===== config.mk =====
export PLATFORM = sky130hd
export DESIGN_NAME = multicycle_main_ctrl
export DESIGN_NICKNAME = d
export VERILOG_FILES = /design/src/rtl/mips_pkg.sv /design/src/rtl/multicycle_main_ctrl.sv
export SDC_FILE = /design/constraint.sdc
export NUM_CORES = 1
export LEC_CHECK = 0
export CELL_PAD_IN_SITES_DETAIL_PLACEMENT = 1
export CELL_PAD_IN_SITES_GLOBAL_PLACEMENT = 1
export CORE_MARGIN = 2
export CORE_UTILIZATION = 28
export DETAILED_ROUTE_END_ITERATION = 16
export PLACE_DENSITY = 0.88
export SETUP_SLACK_MARGIN = 0.4
export SYNTH_ARGS = -nofsm -noshare
export SYNTH_HDL_FRONTEND = slang
export SYNTH_SLANG_ARGS = --single-unit

===== constraint.sdc =====
create_clock -name clk -period 1.7 [get_ports clk]
set_input_delay 0.255 -clock clk [delete_from_list [all_inputs] [get_ports clk]]
set_output_delay 0.255 -clock clk [all_outputs]
set_load 0.05 [all_outputs]

===== src/rtl/mips_pkg.sv =====
// Shared constants for the multicycle MIPS control path: opcodes, ALUOp
// codes and the main-control state encodings.
package mips_pkg;

    localparam int OP_W  = 6;
    localparam int ST_W  = 4;

    // IR[31:26] opcodes recognised by the main control
    localparam logic [OP_W-1:0] OP_RTYPE = 6'b000000;
    localparam logic [OP_W-1:0] OP_J     = 6'b000010;
    localparam logic [OP_W-1:0] OP_BEQ   = 6'b000100;
    localparam logic [OP_W-1:0] OP_BNE   = 6'b000101;
    localparam logic [OP_W-1:0] OP_ADDI  = 6'b001000;
    localparam logic [OP_W-1:0] OP_ANDI  = 6'b001100;
    localparam logic [OP_W-1:0] OP_LW    = 6'b100011;
    localparam logic [OP_W-1:0] OP_SW    = 6'b101011;

    // ALUOp codes consumed by the ALU control decoder
    localparam logic [1:0] ALUOP_ADD   = 2'b00;
    localparam logic [1:0] ALUOP_SUB   = 2'b01;
    localparam logic [1:0] ALUOP_FUNCT = 2'b10;
    localparam logic [1:0] ALUOP_AND   = 2'b11;

    // Main-control states; encodings 13..15 are unused and recover to FETCH
    typedef enum logic [ST_W-1:0] {
        S_FETCH  = 4'd0,
        S_DECODE = 4'd1,
        S_MEMADR = 4'd2,
        S_MEMRD  = 4'd3,
        S_MEMWB  = 4'd4,
        S_MEMWR  = 4'd5,
        S_EXEC   = 4'd6,
        S_ALUWB  = 4'd7,
        S_BRANCH = 4'd8,
        S_ADDIEX = 4'd9,
        S_ANDIEX = 4'd10,
        S_IMMWB  = 4'd11,
        S_JUMP   = 4'd12
    } state_t;

endpackage


===== src/rtl/multicycle_main_ctrl.sv =====
// Moore main-control FSM for the multicycle MIPS datapath. Sequences each
// instruction through fetch/decode/execute/memory/writeback and drives all
// datapath selects and write-enables. Memory steps stall on mem_ready.
module multicycle_main_ctrl
    import mips_pkg::*;
#(
    parameter int OPW = 6,
    parameter int STW = 4
) (
    input  logic           clk,
    input  logic           reset,
    input  logic [OPW-1:0] opcode,
    input  logic           mem_ready,
    output logic           PCWrite,
    output logic           PCWriteCond,
    output logic           branch_ne,
    output logic           IorD,
    output logic           MemRead,
    output logic           MemWrite,
    output logic           IRWrite,
    output logic           MemtoReg,
    output logic           RegDst,
    output logic           RegWrite,
    output logic           ALUSrcA,
    output logic [1:0]     ALUSrcB,
    output logic           ext_zero,
    output logic [1:0]     ALUOp,
    output logic [1:0]     PCSource,
    output logic           illegal_op,
    output logic [STW-1:0] state
);

    state_t state_q, state_d;

    assign state = STW'(state_q);

    // State register; reset aborts any instruction in flight and returns to FETCH
    always_ff @(posedge clk or posedge reset) begin
        if (reset) state_q <= S_FETCH;
        else       state_q <= state_d;
    end

    // Next-state logic; mem_ready only matters in the three memory-access states
    always_comb begin
        state_d = S_FETCH;
        case (state_q)
            S_FETCH:  state_d = mem_ready ? S_DECODE : S_FETCH;
            S_DECODE: begin
                case (opcode)
                    OP_LW, OP_SW:   state_d = S_MEMADR;
                    OP_RTYPE:       state_d = S_EXEC;
                    OP_BEQ, OP_BNE: state_d = S_BRANCH;
                    OP_ADDI:        state_d = S_ADDIEX;
                    OP_ANDI:        state_d = S_ANDIEX;
                    OP_J:           state_d = S_JUMP;
                    default:        state_d = S_FETCH;
                endcase
            end
            S_MEMADR: state_d = (opcode == OP_SW) ? S_MEMWR : S_MEMRD;
            S_MEMRD:  state_d = mem_ready ? S_MEMWB : S_MEMRD;
            S_MEMWB:  state_d = S_FETCH;
            S_MEMWR:  state_d = mem_ready ? S_FETCH : S_MEMWR;
            S_EXEC:   state_d = S_ALUWB;
            S_ALUWB:  state_d = S_FETCH;
            S_BRANCH: state_d = S_FETCH;
            S_ADDIEX: state_d = S_IMMWB;
            S_ANDIEX: state_d = S_IMMWB;
            S_IMMWB:  state_d = S_FETCH;
            S_JUMP:   state_d = S_FETCH;
            default:  state_d = S_FETCH;
        endcase
    end

    // Output decode from the state register; everything held at 0 while reset
    // is high, since the register already sits in FETCH, which would request memory
    always_comb begin
        PCWrite     = 1'b0;
        PCWriteCond = 1'b0;
        branch_ne   = 1'b0;
        IorD        = 1'b0;
        MemRead     = 1'b0;
        MemWrite    = 1'b0;
        IRWrite     = 1'b0;
        MemtoReg    = 1'b0;
        RegDst      = 1'b0;
        RegWrite    = 1'b0;
        ALUSrcA     = 1'b0;
        ALUSrcB     = 2'b00;
        ext_zero    = 1'b0;
        ALUOp       = ALUOP_ADD;
        PCSource    = 2'b00;
        illegal_op  = 1'b0;
        if (!reset) begin
            case (state_q)
                S_FETCH: begin
                    MemRead = 1'b1;
                    ALUSrcB = 2'b01;
                    IRWrite = mem_ready;
                    PCWrite = mem_ready;
                end
                S_DECODE: begin
                    // branch target precompute: PC + (imm << 2)
                    ALUSrcB = 2'b11;
                    case (opcode)
                        OP_LW, OP_SW, OP_RTYPE, OP_BEQ, OP_BNE,
                        OP_ADDI, OP_ANDI, OP_J: illegal_op = 1'b0;
                        default:                illegal_op = 1'b1;
                    endcase
                end
                S_MEMADR: begin
                    ALUSrcA = 1'b1;
                    ALUSrcB = 2'b10;
                end
                S_MEMRD: begin
                    MemRead = 1'b1;
                    IorD    = 1'b1;
                end
                S_MEMWB: begin
                    RegWrite = 1'b1;
                    MemtoReg = 1'b1;
                end
                S_MEMWR: begin
                    MemWrite = 1'b1;
                    IorD     = 1'b1;
                end
                S_EXEC: begin
                    ALUSrcA = 1'b1;
                    ALUOp   = ALUOP_FUNCT;
                end
                S_ALUWB: begin
                    RegWrite = 1'b1;
                    RegDst   = 1'b1;
                end
                S_BRANCH: begin
                    ALUSrcA     = 1'b1;
                    ALUOp       = ALUOP_SUB;
                    PCWriteCond = 1'b1;
                    PCSource    = 2'b01;
                    branch_ne   = (opcode == OP_BNE);
                end
                S_ADDIEX: begin
                    ALUSrcA = 1'b1;
                    ALUSrcB = 2'b10;
                end
                S_ANDIEX: begin
                    ALUSrcA  = 1'b1;
                    ALUSrcB  = 2'b10;
                    ext_zero = 1'b1;
                    ALUOp    = ALUOP_AND;
                end
                S_IMMWB:  RegWrite = 1'b1;
                S_JUMP: begin
                    PCWrite  = 1'b1;
                    PCSource = 2'b10;
                end
                default: ;
            endcase
        end
    end

endmodule

==> impl_metrics.ini, run 1 <==
[clock_tree]
clock-root-buffer = clkbuf_4
cts_made_buffers = 3
clock_path_buffers = 2
cts_sinks = 4
post_cts_buffers = 13
htree_levels = 1
ctsResizeCount = 41
cts_hold_buf = 0

[die]
die_h_um = 53.85
top_level_ports = 32
start_util_pct = 28.87
row_count = 18
die-width_um = 53.85

[logic_synthesis]
ys_ff_latch = 4
synth.avg_cell_area_sq_um = 7.730
yosysSeqAreaShare_pct = 14.39
yosysUniqueCellTypes = 42
yosysWarningCount = 0
syn_inst = 90
syn_area_sq_um = 695.7
synth_fp_nets = 99

[placed_design]
dpl_cell_area_sq_mm = 0.001648
io_buffers = 31
place_congestion = 0.8221
dp_hpwl_mm = 2.980

[run_status]
toolErrorMsg = [ERROR DPL-0033] detailed placement checks failed during check placement.
stop_stage = clock tree synthesis
status = stopped before the end
synth_stat cells (all sizes together):
cell     number  area share (%)
a2bb2oi       1             1.3
or4           1             1.1
and3          2             1.8
a31o          1             1.3
inv           2             1.1
o211ai        1             1.1
nand2         5             2.7
dfrtp         4              14
nand2b        3             2.7
nor3          5             3.6
a211o         1             1.4
nor4b         4             6.8
o2111a        1             1.6
xor2          2             2.5
or3           2             2.5
a21o          1             1.1
nand4b        1             1.3
clkbuf        1             1.1
nor4          4             4.5
nor2b         4             3.6
nor2         13             7.0
mux2i         2             2.9
a2111oi       1             1.3
xnor2         1             1.3
nor3b         2             2.2
o21a          2             2.2
a21oi         5             3.6
a21boi        1             1.1
o21ai         3             2.2
o31ai         1             1.8
o22ai         1            0.90
nand3         1            0.72
a22o          1             1.3
o22a          1             1.3
buf           9              13
cell families after synthesis:
kind of cell | count (synthesis) | synth area share (%)
XOR/XNOR | 3 | 3.778
multiplexers | 2 | 2.878
AND/OR/NAND/NOR | 47 | 40.47
buffers and inverters | 12 | 15.29
AO/OA/AOI/OAI | 22 | 23.20
flip-flops | 4 | 14.39
through the flow:
step                setup WS [ps]  cells  utilization [%]
floorplan                  -320.7     90                -
global placement           -252.8    170            68.38
detailed placement         -367.4    170            68.38
==> run 2: changes to the inputs <==
CELL_PAD_IN_SITES_DETAIL_PLACEMENT = default   (was 1)
CELL_PAD_IN_SITES_GLOBAL_PLACEMENT = default   (was 1)
CORE_AREA = 2 2 63 65   (was default)
CORE_MARGIN = default   (was 2)
CORE_UTILIZATION = default   (was 28)
DIE_AREA = 0 0 65 67   (was default)
PLACE_DENSITY = default   (was 0.88)
PLACE_DENSITY_LB_ADDON = 0.15   (was default)
SETUP_SLACK_MARGIN = default   (was 0.4)
==> impl_metrics.ini, run 2 <==
[logic_synthesis]
syn_inst = 90
async_flop_share_pct = 100.0
yosysUniqueCellTypes = 42
synth_top_family_by_area = simple AND/OR/NAND/NOR gates
yosysWarningCount = 0
synth_compound_area_share_pct = 23.20
syn_area_sq_um = 695.7
synth_mux_area_share_pct = 2.878
yosysSeqAreaShare_pct = 14.39
synth_most_common_cell = nor2_1
ys_top_cells_by_count = 13 x nor2_1, 5 x a21oi_1, 5 x buf_6, 5 x nand2_1, 5 x nor3_1
yosysTopAreaCell = dfrtp_1
synth.avg_cell_area_sq_um = 7.730
synth_area_leaders = dfrtp_1 14%, buf_6 8.1%, nor2_1 7.0%, nor4b_2 4.3%, a21oi_1 3.6%
yosys.area_share.adder_pct = 0
yosys.area.top_type_share_pct = 14.39
synthSimpleGateAreaFrac_pct = 40.47
synth-main-ff-cell = dfrtp_1
synth-edff-count = 0
ys_ff_latch = 4
synth_fp_nets = 99
synth-xor-area-share_pct = 3.777

[clock_tree]
clkSlewWorstSetupHoldPaths_ps = 30
cts_tree = built
clkLatencyLatePin_ps = 210
cts_sinks = 4
htree_levels = 1
cts_made_buffers = 3
cts_hold_buf = 0
clock_path_buffers = 2
clock-root-buffer = clkbuf_8

[finish]
layout.cells.non_filler = 198
final_net_count = 161
area_growth_pct = 152.0
diodes = 0
mostFrequentLayoutCell = buf_4
largest_reg_flops = 4
drive_gt1_share_pct = 66.00
final_util_pct = 48.61
mostFrequentLayoutCells = 34 x buf_4, 22 x buf_12, 6 x nor2_1

[sta]
worst_hold_slack_ps = 401.8
final.min_clock_period_ps = 1799
report.final.setup_viol = 6
tightestPinTransition_ps = 350.5
worst_slack_ps = -99.22
skew_ps = 0.7234
fin_crit_sh_pct = 105.8
slew-limit-headroom_pct = 76.31
max_freq_ghz = 0.5558
slew_viol_final = 0
rsz0062_at_grt = yes
hold_viol = 0

[detailed_routing]
first_pass_iters = 4
via_count = 894
wl_per_cell_um = 12.35
drt_wl_total_mm = 2.445
drc = 0
vias_per_cell = 4.515
antenna_left = 0
first_iter_violations = 26

[critical_path]
cp_max_fo = 4
crit_type = in2out
required_ps = 1440
critPathTopFamily = buffers and inverters
end_kind = primary output
crit_path_top_delay_cell = nor4b_4
path_cells = dlygate4sd2_1, buf_4, nor4b_1, a22o_4, nor4b_4, buf_12
arrival_ps = 1540
start_kind = input port
slowest_delay_ps = 320
critical_path_buf_inv_count = 3

[global_route]
grt_use_total_pct = 12.16
grt_max_degree = 15
grt_pass1_wl_mm = 4.188
antenna_found_initial = 0
grt_pass1_vias = 975
overflow = 0

[placed_design]
dp_hpwl_mm = 1.971
dp_cells = 191
io_buffers = 31
place_congestion = 0.7785

[die]
design.core.area_sq_mm = 0.003606
die_area_sq_mm = 0.004355
start_util_pct = 19.29
top_level_ports = 32
row_count = 22
die_h_um = 67
die-width_um = 65

[pwr]
seqPwrFrac_pct = 9.6
p_int_mw = 1.271
switching_share_pct = 48.32
p_total_mw = 2.460
irDropWorstVdd_mv = 0.5525
leakage_nw = 0.7180
p_switching_mw = 1.189
power_frac_clock_pct = 7.9
combPwrFrac_pct = 82.5
power.density_mw_per_mm2 = 1403

[job]
maxCapViolations = 0

[run_status]
failed_checks = negative setup slack
status = complete, but fails checks

[worst_hold_path]
min_path_type = in2async
run 2: cell counts after synthesis:
No cell type changed its count.
run 2: metrics by stage:
step	instance area, sq um	TNS, ps	setup slack [ps]
3_5_place_dp	1598	-1916	-303.6
6_report	1753	-410.2	-99.22
2_1_floorplan	884.6	-1762	-320.8
3_3_place_gp	1598	-1764	-267.5
4_1_cts	1702	-518.1	-144.0
5_1_grt	1753	-988.0	-159.5
run 2: what timing repair did:
item,in CTS,in global routing
resized for setup,17,9
gates cloned,0,0
endpoints found under the setup margin,14,14
setup buffers,2,2
pin swaps,9,7
run 2: tightest hold or removal path, stage by stage:
cell           delay (ps)
dlygate4sd2_1         240
buf_4                 180
inv_1                 110
buf_4                 140
run 2: path summary, 6_finish.rpt:
path | start | to | slack [ps] | depth (start not counted)
setup / recovery | opcode[1] | illegal_op | -100 | 6
hold / removal | reset | state[0] | 400 | 4
setup reg to reg | state[3] | state[1] | 200 | 4
max in group asynchronous | reset | state[0] | 1180 | 4
hold reg to reg | state[2] | state[2] | 720 | 2
min in group clk | mem_ready | state[0] | 550 | 4
run 2: cell type report:
class,count,area (sq um)
Fill cell,344,1853
Timing Repair Buffer,67,819.5
Multi-Input combinational cell,74,716.9
Sequential cell,4,107.6
Tap cell,48,60.06
Clock buffer,3,41.29
Inverter,2,7.507
run 2: power groups by stage:
stage                     registers (mW)  clock network, mW  logic [mW]
after global routing               0.252              0.210        2.13
after global placement             0.241                  0        1.84
after floorplan                    0.290                  0        1.10
after CTS                          0.241              0.200        1.97
final                              0.237              0.194        2.03
after detailed placement           0.243                  0        1.86
run 2: logic make-up (layout without fill, tap and decap cells):
kind of cell | count (synthesis) | after routing
compound gates | 22 | 22
mux | 2 | 2
buf+inv | 12 | 72
xor+xnor | 3 | 3
simple gates | 47 | 47
flops | 4 | 4
run 2: layer usage:
| metal | global-route usage (%) | up-vias | part of all wire, % |
|---|---|---|---|
| met4 | 4.521 | 0 | 0.78 |
| met5 | 0 | - | 0 |
| met1 | 13.97 | 418 | 42 |
| met2 | 22.81 | 21 | 54 |
| met3 | 1.520 | 2 | 3.7 |
| li1 | - | 453 | - |
(Power assumes the default switching activity.)
